**config.mk**
```make
export PLATFORM = sky130hd
export DESIGN_NAME = alu_cmd_sequencer_flat
export DESIGN_NICKNAME = d
export VERILOG_FILES = /design/src/rtl/alu_cmd_sequencer_if.sv /design/src/rtl/alu_cmd_sequencer.sv /design/src/flat_wrapper.sv
export SDC_FILE = /design/constraint.sdc
export NUM_CORES = 1
export LEC_CHECK = 0
export CORE_ASPECT_RATIO = 0.8
export CORE_MARGIN = 4
export CORE_UTILIZATION = 40
export CTS_CLUSTER_DIAMETER = 30
export DETAILED_ROUTE_END_ITERATION = 8
export PLACE_DENSITY = 0.66
export SLEW_MARGIN = 0
export SYNTH_ARGS = -nofsm -noshare
export SYNTH_HDL_FRONTEND = slang
export SYNTH_SLANG_ARGS = --single-unit
```
**constraint.sdc**
```tcl
create_clock -name clk -period 2.5 [get_ports clk]
set_input_delay 0.375 -clock clk [delete_from_list [all_inputs] [get_ports clk]]
set_output_delay 0.375 -clock clk [all_outputs]
set_load 0.03 [all_outputs]
```
**src/rtl/alu_cmd_sequencer_if.sv**
```systemverilog
// Command and response handshake bundle for alu_cmd_sequencer.
// The master modport is the requesting logic; the slave modport is the sequencer.
interface alu_cmd_sequencer_if;
    logic        cmd_valid;
    logic        cmd_ready;
    logic [7:0]  cmd_a;
    logic [7:0]  cmd_b;
    logic [2:0]  cmd_mode;
    logic        rsp_valid;
    logic        rsp_ready;
    logic [7:0]  rsp_op1;
    logic [7:0]  rsp_op2;
    logic [15:0] rsp_op3;
    logic [2:0]  rsp_mode;
    logic        rsp_err;

    modport master (
        output cmd_valid, cmd_a, cmd_b, cmd_mode, rsp_ready,
        input  cmd_ready, rsp_valid, rsp_op1, rsp_op2, rsp_op3, rsp_mode, rsp_err
    );

    modport slave (
        input  cmd_valid, cmd_a, cmd_b, cmd_mode, rsp_ready,
        output cmd_ready, rsp_valid, rsp_op1, rsp_op2, rsp_op3, rsp_mode, rsp_err
    );
endinterface

```
**src/rtl/alu_cmd_sequencer.sv**
```systemverilog
// Command FIFO + issue/wait/response sequencer in front of a variable-latency 8-bit ALU.
// Define ALU_TIMEOUT_EN to add a WAIT-state watchdog that returns rsp_err=1 on expiry.
module alu_cmd_sequencer #(
    parameter int DEPTH          = 4,
    parameter int TIMEOUT_CYCLES = 64
) (
    input  logic                     clk,
    input  logic                     rst_n,
    alu_cmd_sequencer_if.slave       bus,
    output logic [7:0]               alu_a,
    output logic [7:0]               alu_b,
    output logic [2:0]               alu_mode,
    output logic                     alu_start,
    input  logic                     alu_done,
    input  logic [7:0]               alu_op1,
    input  logic [7:0]               alu_op2,
    input  logic [15:0]              alu_op3,
    output logic                     busy,
    output logic [$clog2(DEPTH):0]   cmd_count
);
    localparam int AW = $clog2(DEPTH);

    if (DEPTH < 2 || (DEPTH & (DEPTH - 1)) != 0 || TIMEOUT_CYCLES < 1) begin : g_bad_param
        $error("alu_cmd_sequencer: DEPTH must be a power of 2 >= 2 and TIMEOUT_CYCLES >= 1");
    end

    typedef enum logic [1:0] {IDLE, ISSUE, WAIT, RESP} state_t;
    state_t state, state_nxt;

    logic [18:0]   mem [DEPTH];
    logic [AW-1:0] wr_ptr, rd_ptr;
    logic          full, empty, push, pop, timeout;

    // cmd_ready looks only at the registered count, so a pop never frees a slot in the same cycle
    assign full          = (cmd_count == (AW + 1)'(DEPTH));
    assign empty         = (cmd_count == '0);
    assign bus.cmd_ready = !full;
    assign push          = bus.cmd_valid && !full;
    assign pop           = (state == IDLE) && !empty;

    always_ff @(posedge clk) begin
        if (push) mem[wr_ptr] <= {bus.cmd_mode, bus.cmd_b, bus.cmd_a};
    end

    always_ff @(posedge clk or negedge rst_n) begin
        if (!rst_n) begin
            wr_ptr    <= '0;
            rd_ptr    <= '0;
            cmd_count <= '0;
        end else begin
            if (push) wr_ptr <= wr_ptr + 1'b1;
            if (pop)  rd_ptr <= rd_ptr + 1'b1;
            if (push && !pop)      cmd_count <= cmd_count + 1'b1;
            else if (pop && !push) cmd_count <= cmd_count - 1'b1;
        end
    end

    always_ff @(posedge clk or negedge rst_n) begin
        if (!rst_n) state <= IDLE;
        else        state <= state_nxt;
    end

    // alu_done is not looked at in ISSUE: it may still be high from the previous operation
    always_comb begin
        state_nxt = state;
        unique case (state)
            IDLE:    if (!empty) state_nxt = ISSUE;
            ISSUE:   state_nxt = WAIT;
            WAIT:    if (alu_done || timeout) state_nxt = RESP;
            RESP:    if (bus.rsp_ready) state_nxt = IDLE;
            default: state_nxt = IDLE;
        endcase
    end

    assign alu_start     = (state == ISSUE);
    assign bus.rsp_valid = (state == RESP);
    assign busy          = (state != IDLE);

    always_ff @(posedge clk or negedge rst_n) begin
        if (!rst_n) begin
            alu_a        <= '0;
            alu_b        <= '0;
            alu_mode     <= '0;
            bus.rsp_op1  <= '0;
            bus.rsp_op2  <= '0;
            bus.rsp_op3  <= '0;
            bus.rsp_mode <= '0;
        end else begin
            if (pop) {alu_mode, alu_b, alu_a} <= mem[rd_ptr];
            if (state == WAIT) begin
                if (alu_done) begin
                    bus.rsp_op1  <= alu_op1;
                    bus.rsp_op2  <= alu_op2;
                    bus.rsp_op3  <= alu_op3;
                    bus.rsp_mode <= alu_mode;
                end else if (timeout) begin
                    bus.rsp_op1  <= '0;
                    bus.rsp_op2  <= '0;
                    bus.rsp_op3  <= '0;
                    bus.rsp_mode <= alu_mode;
                end
            end
        end
    end

`ifdef ALU_TIMEOUT_EN
    localparam int TW = $clog2(TIMEOUT_CYCLES) + 1;
    logic [TW-1:0] tmo_cnt;

    // counter holds the number of completed WAIT cycles; expiry ends the TIMEOUT_CYCLES-th one
    assign timeout = (state == WAIT) && (tmo_cnt == TW'(TIMEOUT_CYCLES - 1));

    always_ff @(posedge clk or negedge rst_n) begin
        if (!rst_n)               tmo_cnt <= '0;
        else if (state == ISSUE)  tmo_cnt <= '0;
        else if (state == WAIT)   tmo_cnt <= tmo_cnt + 1'b1;
    end

    always_ff @(posedge clk or negedge rst_n) begin
        if (!rst_n)                                        bus.rsp_err <= 1'b0;
        else if (state == WAIT && (alu_done || timeout))   bus.rsp_err <= !alu_done;
    end
`else
    assign timeout     = 1'b0;
    assign bus.rsp_err = 1'b0;
`endif
endmodule
```
**src/flat_wrapper.sv**
```systemverilog
// flat-port wrapper written by rule: the top's interface ports become plain ports
module alu_cmd_sequencer_flat 
#(
    parameter int DEPTH          = 4,
    parameter int TIMEOUT_CYCLES = 64
)
  (clk, rst_n, alu_a, alu_b, alu_mode, alu_start, alu_done, alu_op1, alu_op2, alu_op3, busy, cmd_count, bus_cmd_valid, bus_cmd_a, bus_cmd_b, bus_cmd_mode, bus_rsp_ready, bus_cmd_ready, bus_rsp_valid, bus_rsp_op1, bus_rsp_op2, bus_rsp_op3, bus_rsp_mode, bus_rsp_err);
  alu_cmd_sequencer_if bus_i ();
  input  logic clk;
  input  logic rst_n;
  output logic [7:0] alu_a;
  output logic [7:0] alu_b;
  output logic [2:0] alu_mode;
  output logic alu_start;
  input  logic alu_done;
  input  logic [7:0] alu_op1;
  input  logic [7:0] alu_op2;
  input  logic [15:0] alu_op3;
  output logic busy;
  output logic [$clog2(DEPTH):0] cmd_count;
  input wire logic [$bits(bus_i.cmd_valid)-1:0] bus_cmd_valid;
  input wire logic [$bits(bus_i.cmd_a)-1:0] bus_cmd_a;
  input wire logic [$bits(bus_i.cmd_b)-1:0] bus_cmd_b;
  input wire logic [$bits(bus_i.cmd_mode)-1:0] bus_cmd_mode;
  input wire logic [$bits(bus_i.rsp_ready)-1:0] bus_rsp_ready;
  output wire logic [$bits(bus_i.cmd_ready)-1:0] bus_cmd_ready;
  output wire logic [$bits(bus_i.rsp_valid)-1:0] bus_rsp_valid;
  output wire logic [$bits(bus_i.rsp_op1)-1:0] bus_rsp_op1;
  output wire logic [$bits(bus_i.rsp_op2)-1:0] bus_rsp_op2;
  output wire logic [$bits(bus_i.rsp_op3)-1:0] bus_rsp_op3;
  output wire logic [$bits(bus_i.rsp_mode)-1:0] bus_rsp_mode;
  output wire logic [$bits(bus_i.rsp_err)-1:0] bus_rsp_err;
  assign bus_i.cmd_valid = bus_cmd_valid;
  assign bus_i.cmd_a = bus_cmd_a;
  assign bus_i.cmd_b = bus_cmd_b;
  assign bus_i.cmd_mode = bus_cmd_mode;
  assign bus_i.rsp_ready = bus_rsp_ready;
  assign bus_cmd_ready = bus_i.cmd_ready;
  assign bus_rsp_valid = bus_i.rsp_valid;
  assign bus_rsp_op1 = bus_i.rsp_op1;
  assign bus_rsp_op2 = bus_i.rsp_op2;
  assign bus_rsp_op3 = bus_i.rsp_op3;
  assign bus_rsp_mode = bus_i.rsp_mode;
  assign bus_rsp_err = bus_i.rsp_err;
  alu_cmd_sequencer #(.DEPTH(DEPTH), .TIMEOUT_CYCLES(TIMEOUT_CYCLES)) u_core (.clk(clk), .rst_n(rst_n), .bus(bus_i), .alu_a(alu_a), .alu_b(alu_b), .alu_mode(alu_mode), .alu_start(alu_start), .alu_done(alu_done), .alu_op1(alu_op1), .alu_op2(alu_op2), .alu_op3(alu_op3), .busy(busy), .cmd_count(cmd_count));
endmodule
```
==> results.toml <==
[worst_setup_path]
crit_path_start_kind = "register"
cp-end-kind = "output pin"
critical-path-top-delay-family = "buffers and inverters"
slowest_stage = "clkdlybuf4s50_1"
cpPeakStageDelay_ns = 0.69
timing.critical_path.buf_inv = 3
critPathRequiredTime_ns = 2.12
crit_type = "register to output pin"
worst_path_most_repeated_cell = "inv_1"
crit_arrival_ns = 1.94
path_cells = "inv_1, ha_1, inv_1, clkdlybuf4s50_1"
worstPathMaxFanout = 4

[floorplanning]
core-area_um2 = 12900
start_util_pct = 41.2
die_w_um = 137
ios = 118
die-area_um2 = 15200
row_count = 37
die_y_um = 111

[synth]
ys_seq_area_share_pct = 72.6
synth_warnings = 0
synth-seq-cells = 139
synthCells = 265
avgSynthCellArea_um2 = 20.1
synth_area_leaders = "edfxtp_1 43%, dfrtp_1 30%, mux2_2 12%"
netlist_area_um2 = 5320
synth_area_leader_cell = "edfxtp_1"
syn_nets = 331
yosysUniqueCellTypes = 24
synth_top_cell_area_share_pct = 42.9

[route]
drc = 0
wirelength_um = 10500
ant_nets = 0
avgRoutedWirePerCell_um = 17.7
firstDrtPassIters = 4
avgViaCountPerCell = 4.75
vias = 2807
drtIter0Drc = 111

[timing]
report.final.slew_viol_count = 0
fmax_mhz = 433
fin_crit_ns = 2.31
fin_crit_sh_pct = 92.4
slew_headroom_pct = 60.4
tightestPinTransition_ns = 0.595
setup_violations = 0
finalSetupTns_ns = 0
clock_skew_ns = 0.0129
finalHoldViolCount = 0
rsz0062_at_grt = "false"

[power]
power_density_nw_per_um2 = 1410
peakVddDrop_uv = 628
finalPower_mw = 10.4
leakage_nw = 2.79

[clock_network]
cts_setup_buffers = 0
cts_tree = "built"
cts.sinks = 139
htreeDepth = 4
clock_latency_ns = 0.41
cts_buffers = 17
clk_pin_slew_ns = 0.06
root_buffer = "clkbuf_16"
cts.path.max_buffers = 2

[placed_design]
port_buffers = 116
placed_area_um2 = 6740
dp_hpwl_um = 7140
place_congestion = 0.717

[layout]
diodes = 0
final_cell_mix = "115 x clkdlybuf4s50_1, 76 x edfxtp_1, 63 x dfrtp_1"
area_growth_pct = 38.3
fin_nets = 469
drive_gt1_share_pct = 28.6
stdcell_area_um2 = 7350
final_common_cell = "clkdlybuf4s50_1"

[global_routing]
antenna_found_initial = 0
overflow = 0
grt_usage_pct = 14.7
grt_max_degree = 31
grt_pass1_vias = 3034
grt_pass1_wl_um = 16900

[outcome]
status = "complete, no violations"

[min_path]
hp-class = "register to register"

[run]
timing.max_cap.violations = 0
power breakdown:
part | switching (mW) | leakage, nW | internal, mW
Clock | 0.901 | 0.295 | 1.65
Combinational | 2.17 | 1.06 | 2.03
Sequential | 0.372 | 1.44 | 3.24
Total | 3.44 | 2.79 | 6.93
kinds of logic after synthesis:
kind of cell	count (synthesis)	synth area share, %
AND/OR/NAND/NOR	11	1.04
other	1	0.0705
multiplexers	76	20.2
AO/OA/AOI/OAI	4	0.800
XOR/XNOR	6	0.989
buffers and inverters	18	1.84
flip-flops	139	72.6
adder cells (fa/ha/maj)	10	2.49
synthesized netlist by cell type:
| library cell | number |
|---|---|
| a21boi_2 | 1 |
| a221oi_1 | 1 |
| and2_1 | 4 |
| buf_2 | 3 |
| buf_4 | 3 |
| buf_6 | 2 |
| clkbuf_1 | 2 |
| conb_1 | 1 |
| dfrtp_1 | 63 |
| edfxtp_1 | 76 |
| fa_1 | 1 |
| ha_1 | 9 |
| inv_1 | 8 |
| mux2_2 | 57 |
| mux4_1 | 1 |
| mux4_2 | 18 |
| nand2_1 | 2 |
| nor2_1 | 3 |
| nor2b_1 | 1 |
| nor3_1 | 1 |
| o31ai_2 | 1 |
| o32a_1 | 1 |
| xnor2_1 | 3 |
| xor2_1 | 3 |
worst paths after layout:
check,endpoint,cells past startpoint,slack (ns),start
hold / removal,u_core.bus.rsp_mode[0],1,0.50,u_core.bus.rsp_mode[0]
max in group asynchronous,u_core.bus.rsp_op1[6],3,1.22,rst_n
hold reg to reg,u_core.bus.rsp_mode[0],1,0.50,u_core.bus.rsp_mode[0]
setup reg to reg,u_core.cmd_count[2],9,0.50,u_core.state[0]
min in group asynchronous,u_core.bus.rsp_op2[6],2,0.51,rst_n
setup / recovery,busy,4,0.19,u_core.state[0]
per-stage QoR:
| stage | setup slack (ns) | hold slack (ns) | util, % | std cells |
|---|---|---|---|---|
| 6_report | 0.189 | 0.502 | 56.9 | 591 |
| 5_1_grt | 0.0475 | 0.519 | 56.9 | 591 |
| 4_1_cts | 0.163 | 0.506 | 56.9 | 591 |
| 3_5_place_dp | 0.371 | 0.421 | 52.1 | 558 |
| 3_3_place_gp | 0.403 | 0.407 | 52.1 | 558 |
| 2_1_floorplan | 0.272 | 0.0794 | - | 265 |
per-layer routing:
| metal | routed length, µm | track usage [%] | vias up |
|---|---|---|---|
| met3 | 952 | 5.35 | 14 |
| met2 | 4680 | 21.7 | 114 |
| met1 | 4710 | 20.3 | 1392 |
| li1 | - | - | 1287 |
| met4 | 123 | 4.99 | 0 |
| met5 | 0 | 0 | - |
repair_timing:
item	CTS	global route
resized for setup	0	0
hold endpoints to repair	22	0
hold buffers	1	0
final cells by class:
class	instances	area [µm²]
fillers	980	5570
inverters	8	30.0
clock inverters	15	180
multi-input cells	108	1370
clock buffers	17	425
repair buffers	129	1270
flip-flops and latches	139	3860
well taps	175	219
state kept, by name, summed over array words and instances (netlist names):
| signal | cells |
|---|---|
| u_core.mem | 76 |
| u_core.bus.rsp_op3 | 16 |
| u_core.alu_a | 8 |
| u_core.alu_b | 8 |
| u_core.bus.rsp_op1 | 8 |
| u_core.bus.rsp_op2 | 8 |
| u_core.alu_mode | 3 |
| u_core.bus.rsp_mode | 3 |
| u_core.cmd_count | 3 |
| u_core.rd_ptr | 2 |
| u_core.state | 2 |
| u_core.wr_ptr | 2 |
(Power assumes the default switching activity.)
